### src/rtl/tybec_axis_pkg.sv
// Shared types and constants for the AXI-stream input side of the tybec kernel wrapper.
// Beat widths scale with the generated kernel's vector width.
package tybec_axis_pkg;

    localparam int TY_MAX_STREAMW = 512;
    localparam int TY_GVECT       = 1;
    localparam int TY_DATA_WIDTH  = 32 * TY_GVECT;

    typedef logic [TY_DATA_WIDTH-1:0] ty_beat_t;

    // One extra wrap bit tells full apart from empty.
    function automatic int ptr_width(input int depth);
        return $clog2(depth) + 1;
    endfunction

endpackage

### src/rtl/tybec_sync_fifo.sv
// Single-clock first-word-fall-through FIFO with a registered full flag.
// Full resets high so nothing is accepted until the cycle after reset releases.
module tybec_sync_fifo
    import tybec_axis_pkg::*;
#(
    parameter int WIDTH = 32,
    parameter int DEPTH = 4
) (
    input  logic             clk,
    input  logic             rst,
    input  logic             wr_en,
    input  logic [WIDTH-1:0] wr_data,
    output logic             full,
    input  logic             rd_en,
    output logic [WIDTH-1:0] rd_data,
    output logic             empty
);

    localparam int PW = ptr_width(DEPTH);

    logic [WIDTH-1:0] mem [DEPTH];
    logic [PW-1:0]    wp;
    logic [PW-1:0]    rp;
    logic [PW-1:0]    wp_n;
    logic [PW-1:0]    rp_n;
    logic             do_wr;
    logic             do_rd;
    logic             full_n;

    assign do_wr = wr_en & ~full;
    assign do_rd = rd_en & ~empty;

    always_comb begin
        wp_n   = wp + {{(PW-1){1'b0}}, do_wr};
        rp_n   = rp + {{(PW-1){1'b0}}, do_rd};
        full_n = (wp_n[PW-1] != rp_n[PW-1]) &&
                 (wp_n[PW-2:0] == rp_n[PW-2:0]);
    end

    always_ff @(posedge clk) begin
        if (rst) begin
            wp   <= '0;
            rp   <= '0;
            full <= 1'b1;
        end else begin
            wp   <= wp_n;
            rp   <= rp_n;
            full <= full_n;
        end
    end

    always_ff @(posedge clk) begin
        if (do_wr)
            mem[wp[PW-2:0]] <= wr_data;
    end

    assign empty   = (wp == rp);
    assign rd_data = mem[rp[PW-2:0]];

endmodule

### src/rtl/axis_chan_align.sv
// Buffers skewed AXI4-Stream channels and releases them only as lane-aligned beats.
// All FIFOs pop together, so no channel ever advances alone.
module axis_chan_align
    import tybec_axis_pkg::*;
#(
    parameter int C_DATA_WIDTH   = TY_DATA_WIDTH,
    parameter int C_NUM_CHANNELS = 2,
    parameter int C_FIFO_DEPTH   = 4
) (
    input  logic                                         aclk,
    input  logic                                         areset,
    input  logic [C_NUM_CHANNELS-1:0]                    s_tvalid,
    input  logic [C_NUM_CHANNELS-1:0][C_DATA_WIDTH-1:0]  s_tdata,
    output logic [C_NUM_CHANNELS-1:0]                    s_tready,
    output logic [C_NUM_CHANNELS-1:0]                    m_tvalid,
    output logic [C_NUM_CHANNELS-1:0][C_DATA_WIDTH-1:0]  m_tdata,
    input  logic [C_NUM_CHANNELS-1:0]                    m_tready,
    output logic [31:0]                                  beat_count
);

    logic [C_NUM_CHANNELS-1:0] full;
    logic [C_NUM_CHANNELS-1:0] empty;
    logic                      avail;
    logic                      fire;

    // Valid is held low during reset so no stale head leaks out.
    assign avail    = ~areset & ~|empty;
    assign fire     = avail & (&m_tready);
    assign m_tvalid = {C_NUM_CHANNELS{avail}};
    assign s_tready = ~full;

    for (genvar i = 0; i < C_NUM_CHANNELS; i++) begin : g_ch
        tybec_sync_fifo #(
            .WIDTH (C_DATA_WIDTH),
            .DEPTH (C_FIFO_DEPTH)
        ) u_fifo (
            .clk     (aclk),
            .rst     (areset),
            .wr_en   (s_tvalid[i] & s_tready[i]),
            .wr_data (s_tdata[i]),
            .full    (full[i]),
            .rd_en   (fire),
            .rd_data (m_tdata[i]),
            .empty   (empty[i])
        );
    end

    always_ff @(posedge aclk) begin
        if (areset)
            beat_count <= '0;
        else if (fire)
            beat_count <= beat_count + 32'd1;
    end

endmodule

### config.mk
export PLATFORM = sky130hd
export DESIGN_NAME = axis_chan_align
export DESIGN_NICKNAME = d
export VERILOG_FILES = /design/src/rtl/tybec_axis_pkg.sv /design/src/rtl/tybec_sync_fifo.sv /design/src/rtl/axis_chan_align.sv
export SDC_FILE = /design/constraint.sdc
export NUM_CORES = 1
export LEC_CHECK = 0
export CAP_MARGIN = 20
export CORE_ASPECT_RATIO = 0.8
export CORE_MARGIN = 2
export CORE_UTILIZATION = 45
export DETAILED_ROUTE_END_ITERATION = 10
export MAX_ROUTING_LAYER = met4
export PLACE_DENSITY = 0.78
export RECOVER_POWER = 50
export SLEW_MARGIN = 5
export SYNTH_ARGS = -nofsm -noshare
export SYNTH_HDL_FRONTEND = slang
export SYNTH_SLANG_ARGS = --single-unit
### constraint.sdc
create_clock -name aclk -period 4 [get_ports aclk]
set_clock_uncertainty 0.2 [all_clocks]
set_input_delay 0.4 -clock aclk [delete_from_list [all_inputs] [get_ports aclk]]
set_output_delay 0.4 -clock aclk [all_outputs]
set_load 0.02 [all_outputs]
==> Word-level counts from Yosys, hierarchy flattened <==
Memories as Yosys holds them, arrays and structs flattened. A register that Yosys moved wholly into a read port is not among the register bits.
Cells that the tools add are included.
{ "totals": {"mem_count": 2, "elab_cells": 45, "ff_bits": 46, "inputBits": 70, "output_inout_bits": 100, "ramBits": 256} }
{ "mem_list": {"columns": ["memory", "words", "width", "rd", "rd_ports_with_merged_regs", "wr", "line_no", "rtl"], "rows": [
  ["g_ch[0].u_fifo.mem", 4, 32, 1, 1, 1, "tybec_sync_fifo.sv:21", "logic [WIDTH-1:0] mem [DEPTH];"],
  ["g_ch[1].u_fifo.mem", 4, 32, 1, 1, 1, "tybec_sync_fifo.sv:21", null]
]} }
{ "op_classes": {"addsub": 5, "n_eq_ne": 6, "mux": 6, "n_bitwise": 14, "n_reduce_logical": 5} }
{ "op_table": {"columns": ["operator", "count"], "rows": [
  ["$add 32x1->32 const B", 1],
  ["$add 3x1->3", 4],
  ["$and 1x1->1", 8],
  ["$eq 3x3->1", 2],
  ["$not 1->1", 5],
  ["$eq 2x2->1", 2],
  ["$mux 1", 4],
  ["$mux 2", 2],
  ["$logic_and 1x1->1", 2],
  ["$ne 1x1->1", 2],
  ["$not 2->2", 1],
  ["$reduce_and 2->1", 1],
  ["$reduce_or 2->1", 1],
  ["$logic_not 1->1", 1]
]} }

==> Longest topological paths before layout <==
{ "logic_depth": {"word_depth": 9, "ltp_mapped": 10, "mapped_depth_nobuf": 8} }

==> Hierarchy <==
A second synthesis with hierarchy kept.
{ "hier_totals": {"hier_cells": 599, "area_unflattened_um2": 11696.2} }
{ "modules_own_cells": {"columns": ["mod", "cells_per_inst", "seq_area_each_um2", "instances", "area_per_inst_um2"], "rows": [
  ["tybec_sync_fifo", 202, 3983.8, 2, 5013.6],
  ["axis_chan_align", 195, 640.6, 1, 1669.1]
]} }

==> Worst setup path before layout <==
OpenSTA, ideal clock, no wires.
{ "synth_path": {"kind": "input-to-reg", "from": "in s_tvalid[1]", "to": "mem g_ch[1].u_fifo.mem[0][0] (enable)", "t_arrival_ns": 3.058, "n_path_buf": 0, "setup_ns": 0.468, "cell_stages": 2, "slack_ns": 0.275, "cell_sequence": "nor2b_1 > nor3b_1"} }
{ "synth_via": {"elab_chain_cells": 4} }
{ "synth_rtl": {"columns": ["element", "line_no", "rtl"], "rows": [
  ["start, declared", "axis_chan_align.sv:12", "input logic [C_NUM_CHANNELS-1:0] s_tvalid,"],
  ["$and 1x1->1", "axis_chan_align.sv:39", ".wr_en (s_tvalid[i] & s_tready[i]),"],
  ["$and 1x1->1", "tybec_sync_fifo.sv:30", "assign do_wr = wr_en & ~full;"],
  ["$mux 1", "tybec_sync_fifo.sv:53", "if (do_wr)"],
  ["$mux 1 (not written as such)", "tybec_sync_fifo.sv:54", "mem[wp[PW-2:0]] <= wr_data;"],
  ["end, declared", "tybec_sync_fifo.sv:21", null]
]} }
No other way between the ends.

==> Worst setup path after layout <==
{ "layout_path": {"from": "reg g_ch[1].u_fifo.wp[0]", "to": "out m_tvalid[1]"} }
{ "layout_via": {"elab_chain_cells": 4} }
{ "layout_rtl": {"columns": ["element", "line_no", "rtl"], "rows": [
  ["start, declared", "tybec_sync_fifo.sv:22", "logic [PW-1:0] wp;"],
  ["start signal, assigned", "tybec_sync_fifo.sv:46", "wp <= wp_n;"],
  ["$eq 3x3->1", "tybec_sync_fifo.sv:57", "assign empty = (wp == rp);"],
  ["$reduce_or 2->1", "axis_chan_align.sv:27", "assign avail = ~areset & ~|empty;"],
  ["$logic_not 1->1", "axis_chan_align.sv:27", null],
  ["$and 1x1->1", "axis_chan_align.sv:27", null],
  ["end, declared", "axis_chan_align.sv:15", "output logic [C_NUM_CHANNELS-1:0] m_tvalid,"]
]} }
No other way between the ends.

==> metrics.yaml <==
routing:
  antenna_left: 0
  routedWlPerCell_um: 19.2
  viasPerCell: 5.38
  vias: 6165
  drc: 0
  drtIter0Drc: 338
  wl_um: 22000
  first_pass_iters: 5
place:
  dpl.hpwl_um: 13800
  finalWeightedCongestion: 0.757
  io_buffers: 169
  placedCellCount: 1088
power_and_ir_drop:
  seqPwrFrac: 0.535
  ir_drop_mv: 0.271
  leakage_nw: 4.68
  comb_power_share: 0.050
  clockPowerShare: 0.414
  cell_internal_pwr_w: 0.00523
  p_sw_frac: 0.198
  p_per_area_mw_per_mm2: 446
  switching_power_w: 0.00129
cts:
  cts_hold_buf: 0
  cts.reportedPaths.clkPinSlew_ns: 0.06
  clock-root-buffer: "clkbuf_16"
  cts.repair.resized: 0
  cts_inserted_buffers: 29
  clock_sinks: 302
  cts_max_level: 1
  cts_setup_buffers: 0
  ctsLongestPathBuffers: 3
  cts_tree: "built"
  clock_latency_ns: 0.53
setup_path:
  setup.worst_path.start_class: "register"
  end_kind: "output pin"
  worst-path-max-fanout: 14
  crit_arrival_ns: 2.66
  path_class: "register to output pin"
  crit_required_ns: 3.40
sta:
  min_period_ns: 3.26
  setup_violations: 0
  fmax_ghz: 0.307
  tns_ns: 0
  slew_headroom: -0.332
  period_share: 0.814
  hold_viol_final: 0
  drv_slew: 66
  rsz0062_at_grt: "no"
  worst_pin_slew_ns: 2.00
finish:
  final_nets: 874
  drive_above_1_share: 0.163
  n_fill_cell: 1883
  instances_no_fill: 1145
  utilization: 0.579
  synthToLayoutAreaGrowth_pct: 26.5
yosys:
  synthArstFlopShare: 0
  synth_top_area_frac: 0.665
  synth_cells: 609
  ys.flop_type: "edfxtp_1"
  yosysSeqAreaShare: 0.744
  synthesis.area_mm2: 0.0116
  synth_area_leaders: "edfxtp_1 (66%), mux4_2 (12%), dfxtp_1 (8.0%)"
  synth_nets: 688
  synth_top_cell_by_area: "edfxtp_1"
  synth_edf_count: 256
  yosysMostFrequentCell: "edfxtp_1"
  ys_warn_count: 0
  syn_avg_cell_area_um2: 19.0
  ys_seq_elements: 302
  synthDistinctLibCells: 40
  synth_common_cells: "edfxtp_1 (256), mux4_2 (64), dfxtp_1 (46)"
global_routing:
  grt_max_degree: 36
  grt_pass1_wl_um: 34700
  overflow: 0
  antenna_found_initial: 3
  track_usage: 0.168
  grt_pass1_vias: 6342
floorplan:
  dieArea_mm2: 0.0270
  core_area_mm2: 0.0252
  num_rows: 52
  initial_core_util: 0.458
  io_pins: 170
  fp.dieW_um: 183
  chipHeight_um: 147
outcome:
  violations: "max-capacitance violations, max-slew violations"
  status: "finished, violations left"
worst_hold_path:
  hold_class: "input port to register"
flow_run:
  max_cap_viol_count: 2
==> worst max-delay path: stages (launching register included) <==
cell and delay (ns):
dfxtp_1 0.46, xor2_1 0.17, nor3_1 0.08, buf_4 0.18, or3_4 0.40, inv_1 0.18, clkdlybuf4s50_1 0.64
==> kinds of logic after synthesis <==
kind of cell,share of synthesized area
muxes,0.129
DFF,0.744
buffers and inverters,0.0137
adders and majority gates,0.00974
AOI/OAI and AO/OA,0.0203
xor gates and xnor gates,0.0174
and+or+nand+nor,0.0653
==> power groups by stage <==
stage	Clock, W	Combinational (W)	Sequential [W]
after floorplan	0	0.000147	0.00356
after global placement	0	0.000340	0.00356
after detailed placement	0	0.000345	0.00356
after CTS	0.00277	0.000347	0.00349
after global routing	0.00289	0.000353	0.00350
final	0.00270	0.000329	0.00349
==> area by class of cell <==
| type | instances | area [um2] | area share |
|---|---|---|---|
| clock inverter | 15 | 159 | 0.0109 |
| inverter | 5 | 18.8 | 0.00128 |
| multi-input combinational | 271 | 2820 | 0.192 |
| sequential | 302 | 8610 | 0.589 |
| timing repair buffer | 186 | 1810 | 0.124 |
| antenna | 4 | 10.0 | 0.000684 |
| clock buffer | 38 | 800 | 0.0547 |
| tap | 324 | 405 | 0.0277 |
==> final timing paths <==
check                                  start                                  to  slack (ns)  cells after the start
max reg2reg   g_ch[0].u_fifo.full$_SDFF_PP1_  g_ch[0].u_fifo.mem[1][7]$_DFFE_PP_        1.21                      4
min                                   areset         beat_count[12]$_SDFFE_PP0N_        0.16                      2
max          g_ch[1].u_fifo.wp[0]$_SDFF_PP0_                         m_tvalid[1]        0.74                      6
min reg2reg      beat_count[31]$_SDFFE_PP0N_         beat_count[31]$_SDFFE_PP0N_        0.29                      2
==> registers in the layout (all words and copies together) (netlist names) <==
name,cells
g_ch.u_fifo.mem,256
beat_count,32
g_ch.u_fifo.rp,6
g_ch.u_fifo.wp,6
g_ch.u_fifo.full,2
==> cells in the final DEF (no fill, tap or decap), types with 3 or more instances in the layout <==
cell type / count
edfxtp_1: 256
clkdlybuf4s50_1: 104
mux4_2: 64
dlygate4sd3_1: 64
dfxtp_1: 44
clkbuf_16: 29
a21oi_1: 18
xnor2_1: 17
nor2_1: 16
or3_1: 15
buf_4: 15
nand2_1: 14
nor2b_1: 13
nand4_1: 13
o21ai_0: 13
nor4_1: 9
ha_1: 9
nand3_1: 8
and3_1: 7
or4_1: 7
clkbuf_1: 7
xor2_1: 6
and4_1: 6
inv_1: 5
o31ai_1: 5
clkinv_1: 5
diode_2: 4
and2_1: 4
mux2i_1: 4
clkbuf_8: 4
nor3_1: 3
nor2_2: 3
nand2b_1: 3
bufinv_16: 3
clkinvlp_4: 3
==> per-stage QoR <==
stage | setup slack [ns] | instance area (um2) | hold WS, ns | total power (W)
floorplan | 0.275 | 11600 | 0.299 | 0.00370
global placement | 1.24 | 13700 | 0.264 | 0.00390
detailed placement | 1.18 | 13700 | 0.278 | 0.00391
CTS | 0.706 | 14600 | 0.132 | 0.00660
global route | 0.605 | 14600 | 0.182 | 0.00674
finish | 0.742 | 14600 | 0.163 | 0.00653
==> metal layers <==
| layer | track usage | vias up | part of all wire |
|---|---|---|---|
| met4 | 0.0404 | 0 | 0.020 |
| li1 | - | 2844 | - |
| met1 | 0.229 | 3135 | 0.44 |
| met5 | - | - | 0 |
| met3 | 0.0303 | 31 | 0.044 |
| met2 | 0.268 | 155 | 0.50 |
(Power assumes the default switching activity.)
